===== src/rtl/game_pkg.sv =====
// Shared types and constants for the game-progress controller and its peers.
package game_pkg;

    localparam int unsigned SCORE_W   = 4;
    localparam int unsigned LIVES_W   = 3;
    localparam int unsigned L1_TARGET = 4;
    localparam int unsigned L2_TARGET = 6;

    typedef logic [1:0] level_code_t;

    localparam level_code_t LEVEL_ONE = 2'b00;
    localparam level_code_t LEVEL_TWO = 2'b01;
    localparam level_code_t LEVEL_WON = 2'b10;

    typedef enum logic [2:0] {
        IDLE,
        PLAY,
        CLEAR,
        WIN,
        LOSE
    } state_t;

    localparam logic [SCORE_W-1:0] SCORE_MAX = '1;

    // Score increment that holds at the maximum instead of wrapping.
    function automatic logic [SCORE_W-1:0] score_inc(input logic [SCORE_W-1:0] s);
        return (s == SCORE_MAX) ? s : s + SCORE_W'(1);
    endfunction

endpackage


===== src/rtl/level_progress_ctrl_if.sv =====
// Collision inputs and level/score/status outputs of the game-progress controller.
interface level_progress_ctrl_if import game_pkg::*; ();

    logic                startGame;
    logic                coinHit;
    logic                flagHit;
    logic                flagEnable;
    logic                playerHit;
    level_code_t         levelCode;
    logic [SCORE_W-1:0]  score;
    logic [LIVES_W-1:0]  lives;
    logic                levelStart;
    logic                gameWon;
    logic                gameOver;

    modport master (
        input  startGame, coinHit, flagHit, flagEnable, playerHit,
        output levelCode, score, lives, levelStart, gameWon, gameOver
    );

    modport slave (
        output startGame, coinHit, flagHit, flagEnable, playerHit,
        input  levelCode, score, lives, levelStart, gameWon, gameOver
    );

endinterface


===== src/rtl/edge_detect.sv =====
// Single-bit rising-edge detector: one registered stage plus a history bit.
module edge_detect (
    input  logic clk,
    input  logic rst,
    input  logic i_sig,
    output logic o_pulse
);

    logic r_cur;
    logic r_prev;

    always_ff @(posedge clk or posedge rst) begin
        if (rst) begin
            r_cur  <= 1'b0;
            r_prev <= 1'b0;
        end else begin
            r_cur  <= i_sig;
            r_prev <= r_cur;
        end
    end

    assign o_pulse = r_cur & ~r_prev;

endmodule


===== src/rtl/level_progress_ctrl.sv =====
// Game-progress FSM: counts coins, tracks lives, advances levels through a timed CLEAR hold.
module level_progress_ctrl import game_pkg::*; #(
    parameter int unsigned LIVES_INIT = 3,
    parameter int unsigned CLEAR_HOLD = 50_000_000
) (
    input  logic                  clk,
    input  logic                  reset,
    level_progress_ctrl_if.master bus
);

    localparam int unsigned HOLD_W = $clog2(CLEAR_HOLD + 1);

    logic w_start_ev;
    logic w_coin_ev;
    logic w_player_ev;

    state_t              r_state;
    logic [HOLD_W-1:0]   r_hold;
    level_code_t         r_level_code;
    logic [SCORE_W-1:0]  r_score;
    logic [LIVES_W-1:0]  r_lives;
    logic                r_level_start;
    logic                r_game_won;
    logic                r_game_over;

    edge_detect u_start_ed  (.clk(clk), .rst(reset), .i_sig(bus.startGame), .o_pulse(w_start_ev));
    edge_detect u_coin_ed   (.clk(clk), .rst(reset), .i_sig(bus.coinHit),   .o_pulse(w_coin_ev));
    edge_detect u_player_ed (.clk(clk), .rst(reset), .i_sig(bus.playerHit), .o_pulse(w_player_ev));

    // A fatal hit outranks a same-cycle coin; otherwise coin, hit and flag all apply.
    always_ff @(posedge clk or posedge reset) begin
        if (reset) begin
            r_state       <= IDLE;
            r_hold        <= '0;
            r_level_code  <= LEVEL_ONE;
            r_score       <= '0;
            r_lives       <= LIVES_W'(LIVES_INIT);
            r_level_start <= 1'b0;
            r_game_won    <= 1'b0;
            r_game_over   <= 1'b0;
        end else begin
            r_level_start <= 1'b0;
            case (r_state)
                IDLE: begin
                    if (w_start_ev) begin
                        r_state       <= PLAY;
                        r_level_code  <= LEVEL_ONE;
                        r_score       <= '0;
                        r_lives       <= LIVES_W'(LIVES_INIT);
                        r_level_start <= 1'b1;
                    end
                end
                PLAY: begin
                    if (w_player_ev && (r_lives == LIVES_W'(1))) begin
                        r_lives     <= '0;
                        r_state     <= LOSE;
                        r_game_over <= 1'b1;
                    end else begin
                        if (w_coin_ev) begin
                            r_score <= score_inc(r_score);
                        end
                        if (w_player_ev) begin
                            r_lives <= r_lives - LIVES_W'(1);
                        end
                        if (bus.flagHit && bus.flagEnable) begin
                            r_state <= CLEAR;
                            r_hold  <= HOLD_W'(CLEAR_HOLD - 1);
                        end
                    end
                end
                CLEAR: begin
                    if (r_hold != '0) begin
                        r_hold <= r_hold - HOLD_W'(1);
                    end else if (r_level_code == LEVEL_ONE) begin
                        r_level_code  <= LEVEL_TWO;
                        r_score       <= '0;
                        r_state       <= PLAY;
                        r_level_start <= 1'b1;
                    end else begin
                        r_level_code <= LEVEL_WON;
                        r_state      <= WIN;
                        r_game_won   <= 1'b1;
                    end
                end
                WIN, LOSE: begin
                    if (w_start_ev) begin
                        r_state      <= IDLE;
                        r_level_code <= LEVEL_ONE;
                        r_score      <= '0;
                        r_lives      <= LIVES_W'(LIVES_INIT);
                        r_game_won   <= 1'b0;
                        r_game_over  <= 1'b0;
                    end
                end
                default: r_state <= IDLE;
            endcase
        end
    end

    assign bus.levelCode  = r_level_code;
    assign bus.score      = r_score;
    assign bus.lives      = r_lives;
    assign bus.levelStart = r_level_start;
    assign bus.gameWon    = r_game_won;
    assign bus.gameOver   = r_game_over;

endmodule


===== src/flat_wrapper.sv =====
// flat-port wrapper written by rule: the top's interface ports become plain ports
module level_progress_ctrl_flat import game_pkg::*;
#(
    parameter int unsigned LIVES_INIT = 3,
    parameter int unsigned CLEAR_HOLD = 50_000_000
)
  (clk, reset, bus_startGame, bus_coinHit, bus_flagHit, bus_flagEnable, bus_playerHit, bus_levelCode, bus_score, bus_lives, bus_levelStart, bus_gameWon, bus_gameOver);
  level_progress_ctrl_if bus_i ();
  input  logic clk;
  input  logic reset;
  input wire logic [$bits(bus_i.startGame)-1:0] bus_startGame;
  input wire logic [$bits(bus_i.coinHit)-1:0] bus_coinHit;
  input wire logic [$bits(bus_i.flagHit)-1:0] bus_flagHit;
  input wire logic [$bits(bus_i.flagEnable)-1:0] bus_flagEnable;
  input wire logic [$bits(bus_i.playerHit)-1:0] bus_playerHit;
  output wire logic [$bits(bus_i.levelCode)-1:0] bus_levelCode;
  output wire logic [$bits(bus_i.score)-1:0] bus_score;
  output wire logic [$bits(bus_i.lives)-1:0] bus_lives;
  output wire logic [$bits(bus_i.levelStart)-1:0] bus_levelStart;
  output wire logic [$bits(bus_i.gameWon)-1:0] bus_gameWon;
  output wire logic [$bits(bus_i.gameOver)-1:0] bus_gameOver;
  assign bus_i.startGame = bus_startGame;
  assign bus_i.coinHit = bus_coinHit;
  assign bus_i.flagHit = bus_flagHit;
  assign bus_i.flagEnable = bus_flagEnable;
  assign bus_i.playerHit = bus_playerHit;
  assign bus_levelCode = bus_i.levelCode;
  assign bus_score = bus_i.score;
  assign bus_lives = bus_i.lives;
  assign bus_levelStart = bus_i.levelStart;
  assign bus_gameWon = bus_i.gameWon;
  assign bus_gameOver = bus_i.gameOver;
  level_progress_ctrl #(.LIVES_INIT(LIVES_INIT), .CLEAR_HOLD(CLEAR_HOLD)) u_core (.clk(clk), .reset(reset), .bus(bus_i));
endmodule

===== config.mk =====
export PLATFORM = sky130hd
export DESIGN_NAME = level_progress_ctrl_flat
export DESIGN_NICKNAME = d
export VERILOG_FILES = /design/src/rtl/game_pkg.sv /design/src/rtl/level_progress_ctrl_if.sv /design/src/rtl/edge_detect.sv /design/src/rtl/level_progress_ctrl.sv /design/src/flat_wrapper.sv
export SDC_FILE = /design/constraint.sdc
export NUM_CORES = 1
export LEC_CHECK = 0
export CORE_AREA = 4 4 76 78
export CTS_CLUSTER_SIZE = 12
export DETAILED_ROUTE_END_ITERATION = 10
export DIE_AREA = 0 0 80 82
export DONT_BUFFER_PORTS = 1
export PLACE_DENSITY_LB_ADDON = 0.08
export SKIP_LAST_GASP = 1
export SLEW_MARGIN = 20
export SYNTH_ARGS = -nofsm -noshare
export SYNTH_HDL_FRONTEND = slang
export SYNTH_HIERARCHICAL = 1
export SYNTH_SLANG_ARGS = --single-unit

===== constraint.sdc =====
create_clock -name clk -period 3.95 [get_ports clk]
set_clock_uncertainty 0.15 [all_clocks]
set_input_delay 0.79 -clock clk [delete_from_list [all_inputs] [get_ports clk]]
set_output_delay 0.79 -clock clk [all_outputs]
set_load 0.01 [all_outputs]

==> results of run 1 <==
==> cell type report <==
class,instances,area (µm²)
multi-input combinational,191,1249
clock buffer,7,76.32
tap,70,87.58
clock inverter,1,5.005
inverter,10,37.54
sequential,47,1179
fill,502,2411
timing repair buffer,4,30.03
==> state kept, by name (all words and copies together), names as in the netlist <==
signal                     flops
u_core/r_hold                 26
u_core/bus.lives               3
u_core/u_coin_ed/r_prev        1
u_core/u_start_ed/r_prev       1
u_core/u_start_ed/r_cur        1
u_core/bus.gameWon             1
u_core/bus.levelCode           2
u_core/u_coin_ed/r_cur         1
u_core/bus.levelStart          1
u_core/bus.score               4
u_core/bus.gameOver            1
u_core/r_state                 3
u_core/u_player_ed/r_prev      1
u_core/u_player_ed/r_cur       1
==> layer usage <==
layer | track usage [%] | up-vias
met2 | 22.93 | 23
met5 | 0 | -
li1 | - | 961
met4 | 6.419 | 0
met3 | 3.509 | 3
met1 | 24.42 | 895
==> power by group through the flow <==
stage	logic (µW)	registers, µW	clock network, µW
2_1_floorplan	92.6	591	0
3_3_place_gp	107	601	0
3_5_place_dp	109	606	0
4_1_cts	110	597	291
5_1_grt	127	609	310
6_report	108	599	279
==> worst max path at each step <==
stage | to | cells past startpoint | startpoint
floorplan | u_core/r_hold[19] | 7 | u_core/r_hold[4]
global placement | u_core/bus.score[1] | 6 | u_core/r_hold[4]
detailed placement | u_core/r_hold[25] | 5 | u_core/r_hold[4]
finish | u_core/bus.score[1] | 6 | u_core/r_hold[4]
global route | u_core/bus.score[1] | 6 | u_core/r_hold[4]
CTS | u_core/r_hold[25] | 5 | u_core/r_hold[4]
==> metrics by stage <==
stage               setup WS, ns  hold slack (ns)  util, %  instance area [µm²]
floorplan                  1.258           0.2044        -                 2512
global placement           1.113           0.2195    50.89                 2582
detailed placement         1.074           0.2160    50.89                 2582
CTS                        1.068          0.05407    52.49                 2664
global route              0.9141          0.05638    52.49                 2664
finish                     1.076          0.06405    52.49                 2664
==> cell usage after synthesis, types with 5 or more instances <==
master | instances | area share [%]
nand3_1 | 5 | 1.0
nor3_1 | 9 | 1.8
xor2_1 | 9 | 3.1
inv_1 | 10 | 1.5
a21oi_1 | 14 | 2.8
and3_1 | 7 | 1.7
nor4_1 | 10 | 2.5
clkbuf_1 | 9 | 1.3
nor2b_1 | 7 | 1.7
dfrtp_1 | 45 | 45
o21ai_1 | 5 | 1.0
or3_1 | 9 | 2.2
o21ai_0 | 12 | 2.4
nor2_1 | 25 | 3.7
nand2_1 | 14 | 2.1
nand4_1 | 5 | 1.2
==> worst max-delay path: cells and delay by family, from the launching register on <==
| family | cells | cell delay [ns] |
|---|---|---|
| buffers and inverters | 1 | 0.20 |
| muxes | 1 | 0.37 |
| and+or+nand+nor | 3 | 1.48 |
| DFF | 1 | 0.44 |
| AOI/OAI and AO/OA | 1 | 0.14 |
==> cells by family (layout without fill, tap and decap cells) <==
group                      Yosys count  after routing  synth area share [%]
AOI/OAI and AO/OA                   60             60                 16.29
xor gates and xnor gates             9              9                 3.138
adders and majority gates            4              4                 1.992
buffers and inverters               22             22                 3.635
DFF                                 47             47                 46.91
muxes                                6              6                 2.490
and+or+nand+nor                    112            112                 25.55
==> run metrics, run 1 <==
status complete, no violations; Worst EP arrival approximately 2.9 ns; slowest CP cell or4_1; setup TNS 0 ns; die width approximately 80 µm; post-DR wirelength/cell 14.84 µm; Mapped Area around 2500 µm²; Hold Path Class in -> async; CP max stage delay 0.70 ns; Core Area between 5000 and 6000 µm²; GRT overflow 0; Iter 0 DRT Violations 120; routed wire length on met2 between 2 and 2.5 mm; Combinational Power Share between 10% and 20%; Worst EP required between 3 and 4 ns; sw power 277.0 µW; sequential area share after synthesis between 40% and 50%; Num CTS Buffers 5; Startpoint Class register; ANT cells 0; CP Cell Sequence or4_1, nor4_2, a31oi_1, buf_4, nor3_1, mux2_2; Mean Syn Cell Area 9.663 µm²; Slew Limit Fails 0; largest net degree at the start of global routing 42; most frequent cells in the layout dfrtp_1 (45), nor2_1 (25), nand2_1 (14), a21oi_1 (14), o21ai_0 (12); Synth Register Bits 47; post-route insts no fill 330; Worst VDD drop 0.0002322 V; via/cell ratio approximately 5.7; FMAX 0.3480 GHz; Worst-Skew Late Latency about 0.3 ns; Ys Warns 6; Die H roughly 82 µm; Top Ports 19; Reg2Reg Setup Slack around 1.1 ns; final number of hold-violating endpoints 0; hold_buf cts 0; capturing point of the worst reg2reg path u_core/bus.score[1]; ys flop type dfrtp_1; Max-Cap Viols 0; post-synthesis net count 271; Synth cell types just over 50; routed wl met3 around 170 µm; clk slew on worst S/H paths 0.08 ns; fraction of registers with async set/reset 100.0%; Nets 270; clk sinks between 40 and 50; setup violators final 0; internal power 708.8 µW; DRC 0; Die Area approximately 6600 µm²; number of global-route vias before repair ~1700; total power roughly 1000 µW; RD Place Congestion between 0.8 and 0.9; Seq pwr share between 60% and 70%; ANT nets after route 0; Initial Utilization 49.51%; power per cell area approximately 370 nW/µm²; min cycle time layout ~2.9 ns; Clock Tree Root clkbuf_8; num rows 26; post-route met1 wirelength 2.567 mm; GRT Total Usage 16.34%; max_slew headroom a little under three fifths; Post-synth EDFFs 0; Slew @ Worst Pin between 0.6 and 0.7 ns; initial antenna violation count 0; unrepaired setup endpoints after global routing false; DPL Wire Length about 3.5 mm; Net Sw Frac 28.10%; # resized after CTS 0; final wirelength just under 5 mm; ratio of cells with drive above 1 in the final layout a little under 10%; crit share post-route 72.75%; placed cells ~320; Crit. End Element register; first-pass GRT wire length around 8.3 mm; power share of the clock group between 20% and 30%; critical path peak fanout 15; DR vias 1882; most common cell after layout, fill and taps aside dfrtp_1; quantity of I/O buffers inserted on ports 0; Mapped Cells 260; r2r startpoint u_core/r_hold[4]; Post-CTS Setup Inserts 0; top sig layer met4; Max clock buf depth 2; leakage just over 0.001 µW; DRT Pass-1 Iters 4; R2R cell count 6; CTS tree yes; Area Growth Syn to Fin 6.026%; Setup CP Type reg -> reg; H-Tree Depth 2
Note: power is estimated with default switching activity, not from simulation.
==> run 2, diff against run 1 <==
Clock period 3.95 ns to 2.71 ns, I/O delays scaled along.
==> run metrics, run 2 (same netlist as run 1, synthesis figures left out) <==
Max clock buf depth 2; critical path peak fanout 8; Die Area ~6600 µm²; DPL Wire Length 3.662 mm; RD Place Congestion approximately 0.84; final setup margin just under 0.08 ns; die width around 80 µm; Nets ~280; leakage around 0.0011 µW; placed cells between 300 and 400; Num CTS Buffers 5; number of global-route vias before repair about 1800; most frequent cells in the layout dfrtp_1 (45), nor2_1 (25), buf_4 (15); min cycle time layout ~2.6 ns; Max-Cap Viols 0; r2r startpoint u_core/r_hold[4]; Crit. End Element register; via/cell ratio 5.664; Largest register FFs 26; final wirelength ~5.0 mm; largest net degree at the start of global routing 23; DRC 0; Worst-Skew Late Latency ~0.30 ns; capturing point of the worst reg2reg path u_core/r_hold[19]; ratio of cells with drive above 1 in the final layout between 10% and 20%; crit path launch u_core/r_hold[4]; R2R cell count 6; power per cell area roughly 540 nW/µm²; critical path capture point u_core/r_hold[19]; Reg2Reg Setup Slack roughly 0.077 ns; Slew Limit Fails 0; clk sinks 47; Worst EP required around 2.7 ns; Setup CP Type reg -> reg; routed wl met3 ~200 µm; most common cell after layout, fill and taps aside dfrtp_1; Largest Register u_core/r_hold; unrepaired setup endpoints after global routing false; DRT Pass-1 Iters 4; ANT cells 0; post-route core utilization 54.51%; H-Tree Depth 2; DR vias 1937; pre-CTS setup slack -0.02452 ns; Die H just over 80 µm; Worst VDD drop 0.0004085 V; area post-placement about 2700 µm²; GRT Total Usage about 17%; Iter 0 DRT Violations around 120; FMAX around 0.38 GHz; setup violators final 0; num rows 26; status complete, no violations; Initial Utilization 49.51%; CTS tree yes; GRT overflow 0; Hold Path Class in -> reg; crit share post-route between 90% and 100%; ANT nets after route 0; Core Area around 5000 µm²; first-pass GRT wire length 8.445 mm; post-DR wirelength/cell roughly 15 µm; post-route insts no fill approximately 340; max_slew headroom roughly 43%; Startpoint Class register; Slew @ Worst Pin 0.8555 ns; initial antenna violation count 0; post-route met1 wirelength approximately 2.5 mm; final number of hold-violating endpoints 0; Area Growth Syn to Fin 10.11%; setup TNS 0 ns; top sig layer met4; design area roughly 2800 µm²; Top Ports 19; quantity of I/O buffers inserted on ports 0; Worst EP arrival roughly 2.7 ns; clk slew on worst S/H paths about 0.09 ns; routed wire length on met2 around 2.2 mm; Clock Tree Root clkbuf_8
run 2: cell types whose count changed in the layout (fill, tap and decap cells not counted):
cell,before,now
buf_4,4,15
clkbuf_8,5,6
clkbuf_1,2,1
dlygate4sd3_1,0,1
run 2: worst max-delay path, cell delays in order (launching register included):
cell,delay [ns]
dfrtp_1,0.38
or4_1,0.66
or4_4,0.64
a2111oi_4,0.29
buf_4,0.20
and3_1,0.16
o21ai_1,0.05
run 2: layer usage:
metal | GRT usage [%] | vias up
li1 | - | 981
met1 | 23.59 | 910
met4 | 6.081 | 0
met5 | 0 | -
met3 | 4.496 | 8
met2 | 24.17 | 38
run 2: timing repair:
action                                 4_1_cts  5_1_grt
hold buffers                                 1        0
endpoints found under the hold margin        6        0
setup endpoints to repair                    4        1
buffers inserted                             0        1
gates resized for setup                      0        0
pin swaps                                    1        1
run 2: how the worst min path moves through the flow:
stage / from / end / slack, ns / depth (start not counted)
final: bus_coinHit / u_core/u_coin_ed/r_cur / 0.11 / 0
after global routing: bus_coinHit / u_core/u_coin_ed/r_cur / 0.09 / 0
after CTS: bus_coinHit / u_core/u_coin_ed/r_cur / 0.1 / 0
after detailed placement: reset / u_core/u_start_ed/r_cur / 0.14 / 1
after global placement: reset / u_core/u_start_ed/r_cur / 0.14 / 1
after floorplan: reset / u_core/u_coin_ed/r_cur / 0.13 / 1
run 2: through the flow:
stage | total power, µW | hold slack (ns)
6_report | 1496 | 0.1104
5_1_grt | 1578 | 0.08949
4_1_cts | 1512 | 0.09805
3_5_place_dp | 1072 | 0.1395
3_3_place_gp | 1064 | 0.1379
2_1_floorplan | 995.9 | 0.1332
run 2: power breakdown:
| group | internal [µW] | total (µW) | switching [µW] | leakage [µW] |
|---|---|---|---|---|
| clock | 206 | 436 | 230 | 0.0000482 |
| combinational | 99.2 | 205 | 106 | 0.000488 |
| sequential | 778 | 855 | 76.3 | 0.000538 |
run 2: area by class of cell:
cell class	instances	area [µm²]
Clock inverter	1	5.005
Sequential cell	47	1179
Tap cell	70	87.58
Multi-Input combinational cell	191	1249
Clock buffer	7	86.33
Inverter	10	37.54
Fill cell	505	2308
Timing Repair Buffer	16	122.6
